$ cat config.mk
export PLATFORM = sky130hd
export DESIGN_NAME = sync_fifo_prog
export DESIGN_NICKNAME = d
export VERILOG_FILES = /design/src/rtl/sync_fifo_pkg.sv /design/src/rtl/fifo_ram_2p.sv /design/src/rtl/sync_fifo_prog.sv
export SDC_FILE = /design/constraint.sdc
export NUM_CORES = 1
export LEC_CHECK = 0
export ABC_AREA = 1
export CAP_MARGIN = 10
export CORE_UTILIZATION = 29
export DETAILED_ROUTE_END_ITERATION = 12
export DONT_BUFFER_PORTS = 1
export GPL_TIMING_DRIVEN = 1
export SYNTH_ARGS = -nofsm -noshare
export SYNTH_HDL_FRONTEND = slang
export SYNTH_SLANG_ARGS = --single-unit
$ cat constraint.sdc
create_clock -name clk_i -period 2.14 [get_ports clk_i]
set_input_delay 0.535 -clock clk_i [delete_from_list [all_inputs] [get_ports clk_i]]
set_output_delay 0.535 -clock clk_i [all_outputs]
set_load 0.03 [all_outputs]
$ cat src/rtl/sync_fifo_pkg.sv
// Shared definitions for the programmable synchronous FIFO.
//   MODE_STD  : registered read, data appears one cycle after the pop
//   MODE_FWFT : first-word-fall-through, head word is visible without a pop
//   bits_for  : number of bits needed to index n distinct values (at least 1)
package sync_fifo_pkg;

    localparam int MODE_STD  = 0;
    localparam int MODE_FWFT = 1;

    function automatic int bits_for(input int n);
        return (n <= 2) ? 1 : $clog2(n);
    endfunction

endpackage

$ cat src/rtl/fifo_ram_2p.sv
// Storage array for sync_fifo_prog: WIDTH x DEPTH registers with one
// synchronous write port and one asynchronous read port. The array is not reset.
//   clk   in  1       write clock, rising edge
//   we    in  1       write enable
//   waddr in  ADDR_W  write address (0 .. DEPTH-1)
//   wdata in  WIDTH   write data
//   raddr in  ADDR_W  read address (0 .. DEPTH-1)
//   rdata out WIDTH   contents of raddr, combinational
module fifo_ram_2p
    import sync_fifo_pkg::*;
#(
    parameter int WIDTH = 8,
    parameter int DEPTH = 16
) (
    input  logic                        clk,
    input  logic                        we,
    input  logic [bits_for(DEPTH)-1:0]  waddr,
    input  logic [WIDTH-1:0]            wdata,
    input  logic [bits_for(DEPTH)-1:0]  raddr,
    output logic [WIDTH-1:0]            rdata
);

    logic [WIDTH-1:0] mem [DEPTH];

    always_ff @(posedge clk) begin
        if (we) begin
            mem[waddr] <= wdata;
        end
    end

    assign rdata = mem[raddr];

endmodule

$ cat src/rtl/sync_fifo_prog.sv
// Single-clock FIFO with arbitrary depth (>= 2), programmable almost-full /
// almost-empty thresholds, live fill count, synchronous flush and a selectable
// read mode (registered or first-word-fall-through).
//   clk_i          in  1      clock, rising edge
//   rst_ni         in  1      asynchronous active-low reset
//   flush_i        in  1      synchronous flush, beats any concurrent write/read
//   wr_en_i        in  1      write request
//   wdata_i        in  WIDTH  write data
//   rd_en_i        in  1      read request (pop in FWFT mode)
//   rdata_o        out WIDTH  read data
//   rvalid_o       out 1      rdata_o holds a valid popped/head word
//   full_o         out 1      count == DEPTH
//   empty_o        out 1      count == 0
//   almost_full_o  out 1      count >= AF_THRESH
//   almost_empty_o out 1      count <= AE_THRESH
//   count_o        out CNT_W  number of stored words
//   wr_error_o     out 1      one-cycle pulse after a rejected write
//   rd_error_o     out 1      one-cycle pulse after a rejected read
module sync_fifo_prog
    import sync_fifo_pkg::*;
#(
    parameter int WIDTH     = 8,
    parameter int DEPTH     = 16,
    parameter int AF_THRESH = DEPTH - 2,
    parameter int AE_THRESH = 2,
    parameter int FWFT      = MODE_STD
) (
    input  logic                           clk_i,
    input  logic                           rst_ni,
    input  logic                           flush_i,
    input  logic                           wr_en_i,
    input  logic [WIDTH-1:0]               wdata_i,
    input  logic                           rd_en_i,
    output logic [WIDTH-1:0]               rdata_o,
    output logic                           rvalid_o,
    output logic                           full_o,
    output logic                           empty_o,
    output logic                           almost_full_o,
    output logic                           almost_empty_o,
    output logic [bits_for(DEPTH+1)-1:0]   count_o,
    output logic                           wr_error_o,
    output logic                           rd_error_o
);

    localparam int PTR_W = bits_for(DEPTH);
    localparam int CNT_W = bits_for(DEPTH + 1);

    localparam logic [PTR_W-1:0] LAST_PTR  = PTR_W'(DEPTH - 1);
    localparam logic [CNT_W-1:0] DEPTH_CNT = CNT_W'(DEPTH);
    localparam logic [CNT_W-1:0] AF_CNT    = CNT_W'(AF_THRESH);
    localparam logic [CNT_W-1:0] AE_CNT    = CNT_W'(AE_THRESH);

    logic [PTR_W-1:0] wr_ptr;
    logic [PTR_W-1:0] rd_ptr;
    logic [CNT_W-1:0] count;
    logic             wr_err_q;
    logic             rd_err_q;
    logic             full;
    logic             empty;
    logic             rd_acc;
    logic             wr_acc;
    logic [WIDTH-1:0] mem_rdata;

    assign full   = (count == DEPTH_CNT);
    assign empty  = (count == '0);
    assign rd_acc = rd_en_i & ~empty;
    // A write into a full FIFO is fine when a pop frees a slot in the same cycle.
    assign wr_acc = wr_en_i & (~full | rd_acc);

    always_ff @(posedge clk_i or negedge rst_ni) begin
        if (!rst_ni) begin
            wr_ptr   <= '0;
            rd_ptr   <= '0;
            count    <= '0;
            wr_err_q <= 1'b0;
            rd_err_q <= 1'b0;
        end else if (flush_i) begin
            wr_ptr   <= '0;
            rd_ptr   <= '0;
            count    <= '0;
            wr_err_q <= 1'b0;
            rd_err_q <= 1'b0;
        end else begin
            // Explicit wrap so non-power-of-two depths work.
            if (wr_acc) begin
                wr_ptr <= (wr_ptr == LAST_PTR) ? '0 : wr_ptr + 1'b1;
            end
            if (rd_acc) begin
                rd_ptr <= (rd_ptr == LAST_PTR) ? '0 : rd_ptr + 1'b1;
            end
            case ({wr_acc, rd_acc})
                2'b10:   count <= count + 1'b1;
                2'b01:   count <= count - 1'b1;
                default: count <= count;
            endcase
            wr_err_q <= wr_en_i & ~wr_acc;
            rd_err_q <= rd_en_i & ~rd_acc;
        end
    end

    fifo_ram_2p #(
        .WIDTH (WIDTH),
        .DEPTH (DEPTH)
    ) u_ram (
        .clk   (clk_i),
        .we    (wr_acc & ~flush_i),
        .waddr (wr_ptr),
        .wdata (wdata_i),
        .raddr (rd_ptr),
        .rdata (mem_rdata)
    );

    generate
        if (FWFT == MODE_FWFT) begin : g_fwft
            // Head word is presented directly from the array.
            assign rdata_o  = mem_rdata;
            assign rvalid_o = ~empty;
        end else begin : g_std
            logic [WIDTH-1:0] rdata_q;
            logic             rvalid_q;

            // Output register loads only on an accepted pop and holds otherwise,
            // including across a flush.
            always_ff @(posedge clk_i or negedge rst_ni) begin
                if (!rst_ni) begin
                    rdata_q  <= '0;
                    rvalid_q <= 1'b0;
                end else if (flush_i) begin
                    rvalid_q <= 1'b0;
                end else begin
                    rvalid_q <= rd_acc;
                    if (rd_acc) begin
                        rdata_q <= mem_rdata;
                    end
                end
            end

            assign rdata_o  = rdata_q;
            assign rvalid_o = rvalid_q;
        end
    endgenerate

    assign full_o         = full;
    assign empty_o        = empty;
    assign almost_full_o  = (count >= AF_CNT);
    assign almost_empty_o = (count <= AE_CNT);
    assign count_o        = count;
    assign wr_error_o     = wr_err_q;
    assign rd_error_o     = rd_err_q;

endmodule

* Word-level counts from Yosys, hierarchy flattened
Memories as Yosys holds them, arrays and structs flattened. A register that Yosys moved wholly into a read port is not among the register bits.
Cells that the tools add are included.
** Word-level totals
- Bits in registers :: 16
- Logic and storage cells :: 48
- Memories kept :: 1
- Output and inout bits :: 20
- Input bits :: 13
- Bits in writable memories :: 128
** Memories
- u_ram.mem :: depth 16, width 8, read ports 1, clocked after Yosys merged registers in 1, wr ports 1, line fifo_ram_2p.sv:23 : logic [WIDTH-1:0] mem [DEPTH];
** Cells by class
- Order comparisons :: 2
- Bitwise logic cells :: 11
- Equal/unequal tests :: 5
- Add/sub/neg operators :: 4
- Multiplexer cells :: 13
- Reductions and logical operators :: 6
** Operator list (count)
- 4-bit 2-to-1 mux :: 6
- 5-bit one-hot mux with 2 select lines :: 1
- 4-bit by 1-bit adder with 4-bit output, second input constant :: 2
- 4-bit equality test, second input constant :: 2
- 5-bit by 1-bit adder with 5-bit output, second input constant :: 1
- 1-bit AND :: 5
- 5-bit equality test, second input constant :: 1
- 5-bit by 4-bit greater-or-equal comparator with 1-bit output, second input constant :: 1
- 5-bit by 2-bit <= comparator with 1-bit output, second input constant :: 1
- 5-bit zero test :: 1
- 1-bit 2-to-1 mux :: 5
- 5-bit 2-to-1 mux :: 1
- 1-bit NOT :: 5
- 5-bit by 1-bit subtractor with 5-bit output, second input constant :: 1
- 2-bit nonzero test :: 2
- 3-bit nonzero test :: 1
- 2-bit by 1-bit equality test with 1-bit output, second input constant :: 1
- 2-bit equality test, second input constant :: 1
- 2-bit AND reduction :: 1
- 1-bit zero test :: 1
- 1-bit OR :: 1

* Longest topological paths before layout
Gate-level depths: netlist (run 1).
- Depth after elaboration :: 8
- Mapped depth :: 13
- Mapped depth without buffers :: 13

* Hierarchy
From an unflattened synthesis (run 1), not the netlist that was laid out.
** Second synthesis, totals
- Cell total of the unflattened synthesis :: 697
- Area, all modules :: 6964.2 µm²
** Modules (own cells, without submodules)
- fifo_ram_2p :: seq. area each 3843.7 µm², instances 1, cells each 543, area an instance 5606.6 µm²
- sync_fifo_prog :: seq. area each 600.6 µm², instances 1, cells each 154, area an instance 1357.6 µm²

* Worst setup path after synthesis (run 1)
OpenSTA, ideal clock, no wires.
- Path type :: register -> output
- Start point :: register count[0] (netlist: count_o[0])
- End point :: output almost_empty_o
- Arrival :: 2163 ps
- Setup slack :: -558 ps
- Buffers on the path :: 0
- Data required time :: 1605 ps
- Cell stages (with the launch flop) :: 2
- Cells stage by stage :: dfrtp_1 > a2111oi_0
** Between the ends
- Word-level cells in the longest chain between the ends :: 1
** Ends and longest elaborated chain
- start: declaration :: line sync_fifo_prog.sv:55 : logic [CNT_W-1:0] count;
- start signal: assignment :: line sync_fifo_prog.sv:92 : 2'b10: count <= count + 1'b1;
- start signal: assignment :: line sync_fifo_prog.sv:93 : 2'b01: count <= count - 1'b1;
- start signal: assignment :: line sync_fifo_prog.sv:94 : default: count <= count;
- 5-bit by 2-bit <= comparator with 1-bit output :: line sync_fifo_prog.sv:146 : assign almost_empty_o = (count <= AE_CNT);
- end: declaration :: line sync_fifo_prog.sv:39 : output logic almost_empty_o,
No other way between the ends.

* Final worst setup path (run 1)
- Start point :: register count[4] (netlist: count_o[4])
- End point :: output almost_empty_o
The elaborated chain is that of the path after synthesis.

==> results of run 1 <==
-- worst max-delay path: stages, from the launching register on --
cell and delay [ns]:
dfrtp_1 0.42, buf_4 0.17, a2111oi_4 0.30, buf_4 0.21
-- per-layer routing --
layer	vias to the layer above	GRT usage	part of all wire
met3	22	0.0237	0.030
met1	2196	0.176	0.44
li1	2304	-	-
met5	-	0	0
met2	78	0.237	0.51
met4	0	0.0569	0.020
-- power groups by stage --
stage | Combinational (W) | Clock (W) | Sequential [W]
after global routing | 0.00234 | 0.00331 | 0.00363
after CTS | 0.00207 | 0.00321 | 0.00362
after detailed placement | 0.00205 | 0 | 0.00368
final | 0.00208 | 0.00317 | 0.00362
after floorplan | 0.00143 | 0 | 0.00374
after global placement | 0.00204 | 0 | 0.00368
-- cells in the final DEF, fill, tap and decap left out, drive strengths merged --
cell type,netlist,routed
a2111oi,1,1
a21oi,3,3
buf,26,21
bufinv,0,4
clkbuf,2,17
clkinv,2,8
clkinvlp,0,1
dfrtp,24,24
dlygate4sd3,0,1
edfxtp,128,128
fa,1,1
ha,8,8
inv,118,122
nand2,238,238
nand3,117,117
nand3b,1,1
nand4,1,1
nor2,27,27
nor3,2,2
o21ai,7,7
o22ai,1,1
xnor2,2,2
xor2,2,2
-- cell families (layout without fill, tap and decap cells) --
| family | Yosys count | after routing |
|---|---|---|
| AO/OA/AOI/OAI | 12 | 12 |
| flip-flops | 152 | 152 |
| AND/OR/NAND/NOR | 386 | 386 |
| adder cells (fa/ha/maj) | 9 | 9 |
| XOR/XNOR | 4 | 4 |
| buffers and inverters | 148 | 174 |
-- layout make-up --
class,instances,area (um2)
Fill cell,2397,15500
Sequential cell,152,4450
Multi-Input combinational cell,411,1930
Inverter,120,453
Clock buffer,17,425
Tap cell,319,399
Timing Repair Buffer,22,221
Clock inverter,15,196
-- synthesized netlist by cell type --
library cell  count
xnor2_1           2
o22ai_1           1
fa_1              1
nand3_1         113
clkinv_1          2
ha_1              8
a2111oi_0         1
inv_2             5
edfxtp_1        128
o21ai_0           6
nand2_4           1
buf_6             6
nor2_1           13
a21oi_1           3
nor2_4            2
inv_4             1
buf_4             8
nor2_2           12
nand2_2           4
dfrtp_1          24
nor3_1            2
clkbuf_1          2
buf_2            12
inv_1           112
nand3b_1          1
nand4_1           1
nand3_2           4
nand2_1         233
o21ai_1           1
xor2_1            2
-- flip-flops by register name (all words and copies together) (netlist names) --
name	flops
count_o	5
u_ram.mem	128
rdata_o	8
wr_ptr	4
rd_error_o	1
wr_error_o	1
rvalid_o	1
rd_ptr	4
-- final timing paths --
| path | from | endpoint |
|---|---|---|
| setup / recovery | count_o[4]$_DFFE_PN0P_ | almost_empty_o |
| hold / removal | flush_i | rd_error_o$_DFF_PN0_ |
| setup reg to reg | count_o[0]$_DFFE_PN0P_ | count_o[4]$_DFFE_PN0P_ |
| hold reg to reg | count_o[3]$_DFFE_PN0P_ | rd_error_o$_DFF_PN0_ |
| max in group asynchronous | rst_ni | rd_ptr[0]$_DFFE_PN0P_ |
| min in group asynchronous | rst_ni | rdata_o[6]$_DFFE_PN0P_ |
-- per-stage QoR --
step / setup slack, ns / hold slack [ns] / util / instance area [um2] / cells
after global routing: 0.00208 / 0.175 / 0.343 / 8070 / 1056
after floorplan: 0.127 / 0.239 / - / 7010 / 711
after detailed placement: 0.127 / 0.240 / 0.314 / 7400 / 1022
final: 0.0890 / 0.185 / 0.343 / 8070 / 1056
after CTS: 0.0217 / 0.168 / 0.342 / 8050 / 1056
after global placement: 0.176 / 0.240 / 0.314 / 7400 / 1022
-- timing repair --
| item | in CTS | in global routing |
|---|---|---|
| setup endpoints to repair | 0 | 2 |
| gates resized for setup | 0 | 5 |
| hold buffers | 2 | 0 |
| hold endpoints to repair | 24 | 0 |
==> results.ini, run 1 <==
[cts]
htreeDepth = 4
post_cts_buffers = 0
clock-root-buffer = clkbuf_16
clkTransAtPathRegs_ns = 0.06
cts_tree = yes
clk_latency_ns = 0.42
clockBufferDepth = 2
numCtsBuffers = 17
cts_sinks = 152

[placed_design]
hpwlAfterDp_um = 10400
globalplace.congestion = 0.811
port_buffers = 0

[synth]
synth_compound_area_frac = 0.00930
yosysWarnings = 0
syn-cell-area_mm2 = 0.00700
ys_ff_latch = 152
synth_top_area_frac = 0.549
synthDistinctLibCells = 30
synth_xor_area_frac = 0.00501
synth_top_family_by_area = simple AND/OR/NAND/NOR gates
syn_inst = 711
synth.avg_cell_area_um2 = 9.84
netlist_top_cells_area = edfxtp_1 55%, nand2_1 12%, dfrtp_1 8.6%, nand3_1 8.1%, inv_1 6.0%
synth_area_leader_cell = edfxtp_1
synthMuxAreaShare = 0
synthAdderAreaFrac = 0.0172
synth_nets = 733
ys_seq_area_frac = 0.635
synthSimpleGateAreaFrac = 0.241

[critical_path]
arrival_ns = 1.52
required_ns = 1.60
crit_fanout = 4
r2r_slack_ns = 0.19
worst_setup_path_start_kind = flip-flop
path_class = flip-flop to output port
rr_worst_depth = 13
crit_path_end_kind = output port

[drt]
routed_wl_um = 15900
ant_nets = 0
dr_total_vias = 4600
drc = 0
wl_per_cell_um = 15.1
via_per_inst = 4.36
drt_iter0_markers = 324
dr.pass1.iters = 4

[timing]
slew_headroom = 0.512
fmax_mhz = 488
hold_viol = 0
worst_pin_slew_ns = 0.730
final.setup.tns_ns = 0
fin_skew_ns = 0.00682
drv_slew = 0
setup_violations = 0
rsz0062_at_grt = no
fin_crit_ns = 2.05
finalCritPeriodShare = 0.958

[floorplanning]
die_height_um = 157
num_rows = 56
dieArea_mm2 = 0.0248
ios = 33
start_util = 0.297
die_w_um = 157
fp.coreArea_mm2 = 0.0235

[final_layout]
n_antenna_cell = 0
fin_nets = 746
drive_gt1_frac = 0.114
area_growth_pct = 15.3

[power_and_ir_drop]
p_int_w = 0.00598
p_leak_nw = 3.47
p_per_area_mw_per_mm2 = 1100
ir_worst_vdd_uv = 666
seqPwrFrac = 0.408
p_switching_w = 0.00288
swShare = 0.325
power_frac_clock = 0.357
comb_power_share = 0.235
total_power_w = 0.00886

[job]
cap_viol_max_count = 0

[grt]
grt_max_degree = 67
antenna_found_initial = 0
grt_pass1_vias = 4516
track_usage = 0.140
grt-ovfl-total = 0
grt_pass1_wl_um = 25500

[worst_hold_path]
hp-class = input port to flip-flop
hold-path-cell-count = 1

[run_status]
status = complete, no violations

(Power assumes the default switching activity.)
==> run 2: changes to the inputs <==
--- a/config.mk
+++ b/config.mk
@@ -11,6 +11,7 @@
 export DETAILED_ROUTE_END_ITERATION = 12
 export DONT_BUFFER_PORTS = 1
 export GPL_TIMING_DRIVEN = 1
+export PLACE_DENSITY = 0.53
 export SYNTH_ARGS = -nofsm -noshare
 export SYNTH_HDL_FRONTEND = slang
 export SYNTH_SLANG_ARGS = --single-unit
==> run 2 against run 1 <==
Compared with the run above: sequential share of layout area fell by 0.078 points; fmax fell by 1.0%; power fell by 2.8%; highest routed layer unchanged; first-iteration DRC count fell by 31%; count of clock-buffer cells in the layout rose by 4; combinational power barely moved; final area rose by 0.17%; die area did not move; cell count rose by 0.57%; utilization rose by 0.058 points; clock power fell by 7.9%; largest power group unchanged.
==> results.ini, run 2 (synthesis gave the netlist of run 1 again) <==
[final_layout]
n_antenna_cell = 0  ; unchanged
final_area_mm2 = 0.00809  ; was 0.00807 mm2
drive_gt1_frac = 0.118  ; was 0.114
largest_register_ffs = 128  ; unchanged
area_growth_pct = 15.5  ; was 15.3%
layout_commonest_cell = nand2_1  ; unchanged
final_cell_mix = 233 x nand2_1, 128 x edfxtp_1, 113 x nand3_1  ; unchanged
largest-register = u_ram.mem  ; unchanged
fin_nets = 754  ; was 746

[worst_hold_path]
hp-class = input port to flip-flop  ; unchanged
hold-path-cell-count = 1  ; unchanged
min-delay-start = flush_i  ; unchanged
min_to = rd_error_o$_DFF_PN0_  ; unchanged

[cts]
clkTransAtPathRegs_ns = 0.06  ; about the same
clk_latency_ns = 0.42  ; about the same
post_cts_buffers = 0  ; unchanged
numCtsBuffers = 17  ; unchanged
cts_tree = yes  ; unchanged
clockBufferDepth = 2  ; unchanged
clock-root-buffer = clkbuf_16  ; unchanged
htreeDepth = 4  ; unchanged
cts_sinks = 152  ; unchanged

[timing]
rsz0062_at_grt = yes  ; was no
drv_slew = 0  ; unchanged
finalCritPeriodShare = 0.968  ; was 0.958
setup_slack_ns = 0.0683  ; was 0.0890 ns
fmax_mhz = 483  ; was 488 MHz
fin_crit_ns = 2.07  ; was 2.05 ns
hold_viol = 0  ; unchanged
setup_violations = 0  ; unchanged
worst_pin_slew_ns = 0.621  ; was 0.730 ns
fin_skew_ns = 0.0105  ; was 0.00682 ns
final.setup.tns_ns = 0  ; unchanged
slew_headroom = 0.585  ; was 0.512

[drt]
wl_per_cell_um = 15.1  ; about the same
dr_total_vias = 4609  ; was 4600
routed_wl_um = 16100  ; was 15900 um
drc = 0  ; unchanged
ant_nets = 0  ; unchanged
drt_iter0_markers = 223  ; was 324
dr.pass1.iters = 5  ; was 4
via_per_inst = 4.34  ; was 4.36

[floorplanning]
ios = 33  ; unchanged
die_height_um = 157  ; unchanged
start_util = 0.297  ; unchanged
die_w_um = 157  ; unchanged
fp.coreArea_mm2 = 0.0235  ; unchanged
num_rows = 56  ; unchanged
dieArea_mm2 = 0.0248  ; unchanged

[critical_path]
crit_chain = buf_4 -> a2111oi_4 -> buf_4  ; unchanged
rr_worst_depth = 13  ; unchanged
crit_path_end_kind = output port  ; unchanged
cp_top_family = buffers and inverters  ; was flip-flops
cp_num_buf_inv = 2  ; unchanged
path_class = flip-flop to output port  ; unchanged
r2r_slack_ns = 0.18  ; was 0.19 ns
slowest_delay_ns = 0.38  ; was 0.42 ns
path_common_cell = buf_4  ; unchanged
cpMaxStageDelayCell = dfrtp_1  ; unchanged
worst_setup_path_start_kind = flip-flop  ; unchanged
worstReg2RegStart = count_o[0]$_DFFE_PN0P_  ; unchanged
required_ns = 1.60  ; about the same
crit_fanout = 5  ; was 4
r2r-end = count_o[4]$_DFFE_PN0P_  ; unchanged
arrival_ns = 1.54  ; was 1.52 ns

[run_status]
status = complete, no violations  ; unchanged

[power_and_ir_drop]
seqPwrFrac = 0.422  ; was 0.408
p_per_area_mw_per_mm2 = 1060  ; was 1100 mW/mm2
p_switching_w = 0.00280  ; was 0.00288 W
p_leak_nw = 3.48  ; was 3.47 nW
power_frac_clock = 0.339  ; was 0.357
p_int_w = 0.00581  ; was 0.00598 W
comb_power_share = 0.239  ; was 0.235
swShare = 0.326  ; was 0.325
ir_worst_vdd_uv = 536  ; was 666 uV

[grt]
track_usage = 0.141  ; was 0.140
grt_max_degree = 67  ; unchanged
grt_pass1_vias = 4605  ; was 4516
use_met2 = 0.230  ; was 0.237
grt_pass1_wl_um = 25600  ; was 25500 um
grt_busiest_layer = met2  ; unchanged
grt-ovfl-total = 0  ; unchanged
use_met1 = 0.187  ; was 0.176
met3_usage = 0.0275  ; was 0.0237
antenna_found_initial = 0  ; unchanged

[placed_design]
pre_cts_slack_ns = 0.120  ; was 0.127 ns
globalplace.congestion = 0.763  ; was 0.811
place_area_mm2 = 0.00746  ; was 0.00740 mm2
hpwlAfterDp_um = 9860  ; was 10400 um
port_buffers = 0  ; unchanged

[job]
cap_viol_max_count = 0  ; unchanged

[run 2: through the flow]
stage	std cells	hold slack, ns	power (W)	util
floorplan	711	0.239	0.00517	-
global placement	1030	0.240	0.00572	0.317
detailed placement	1030	0.240	0.00572	0.317
CTS	1062	0.170	0.00866	0.342
global route	1062	0.174	0.00907	0.343
finish	1062	0.186	0.00861	0.343
[run 2: worst max path at each step]
stage,from,end,slack (ns),cells past startpoint
6_report,count_o[0]$_DFFE_PN0P_,almost_empty_o,0.07,3
5_1_grt,count_o[0]$_DFFE_PN0P_,count_o[4]$_DFFE_PN0P_,-0.03,13
4_1_cts,count_o[0]$_DFFE_PN0P_,almost_empty_o,0.02,3
3_5_place_dp,count_o[4]$_DFFE_PN0P_,count_o[4]$_DFFE_PN0P_,0.12,13
3_3_place_gp,count_o[4]$_DFFE_PN0P_,count_o[4]$_DFFE_PN0P_,0.14,13
2_1_floorplan,count_o[1]$_DFFE_PN0P_,count_o[4]$_DFFE_PN0P_,0.13,13
[run 2: cell type report]
| cell class | instances | area [um2] |
|---|---|---|
| Timing Repair Buffer | 30 | 278 |
| Tap cell | 319 | 399 |
| Clock buffer | 21 | 440 |
| Sequential cell | 152 | 4450 |
| Inverter | 120 | 453 |
| Fill cell | 2395 | 15500 |
| Multi-Input combinational cell | 411 | 1940 |
| Clock inverter | 9 | 128 |
[run 2: worst register-to-register path, stage by stage, from the launching register on]
cell     delay (ns)
dfrtp_1        0.38
nor2_2         0.18
nand3_2        0.16
nand3_4        0.13
inv_1          0.10
ha_1           0.34
a21oi_2        0.17
nand2_1        0.07
nand2_1        0.08
nand2_1        0.06
nand2_1        0.05
nand2_1        0.05
nand2_1        0.06
nand2_1        0.05
[run 2: what timing repair did]
item / in CTS / in global routing
hold endpoints to repair: 24 / 0
hold buffers: 2 / 0
resized for setup: 0 / 6
endpoints found under the setup margin: 0 / 3
[run 2: layer usage]
metal	vias up	share of wire
met2	79	0.48
met4	0	0.014
met1	2191	0.47
li1	2320	-
met5	-	0
met3	19	0.036
[run 2: power groups by stage]
stage | logic, W | registers [W] | clock network, W
6_report | 0.00206 | 0.00363 | 0.00292
3_3_place_gp | 0.00204 | 0.00368 | 0
4_1_cts | 0.00206 | 0.00363 | 0.00298
5_1_grt | 0.00231 | 0.00365 | 0.00310
3_5_place_dp | 0.00203 | 0.00369 | 0
2_1_floorplan | 0.00143 | 0.00374 | 0
==> run 3: changes to the inputs <==
--- a/config.mk
+++ b/config.mk
@@ -8,6 +8,7 @@
 export ABC_AREA = 1
 export CAP_MARGIN = 10
 export CORE_UTILIZATION = 29
+export CTS_CLUSTER_SIZE = 24
 export DETAILED_ROUTE_END_ITERATION = 12
 export DONT_BUFFER_PORTS = 1
 export GPL_TIMING_DRIVEN = 1
==> results of run 3 <==
The final DEF is identical to that of run 2; final timing and power are the same.
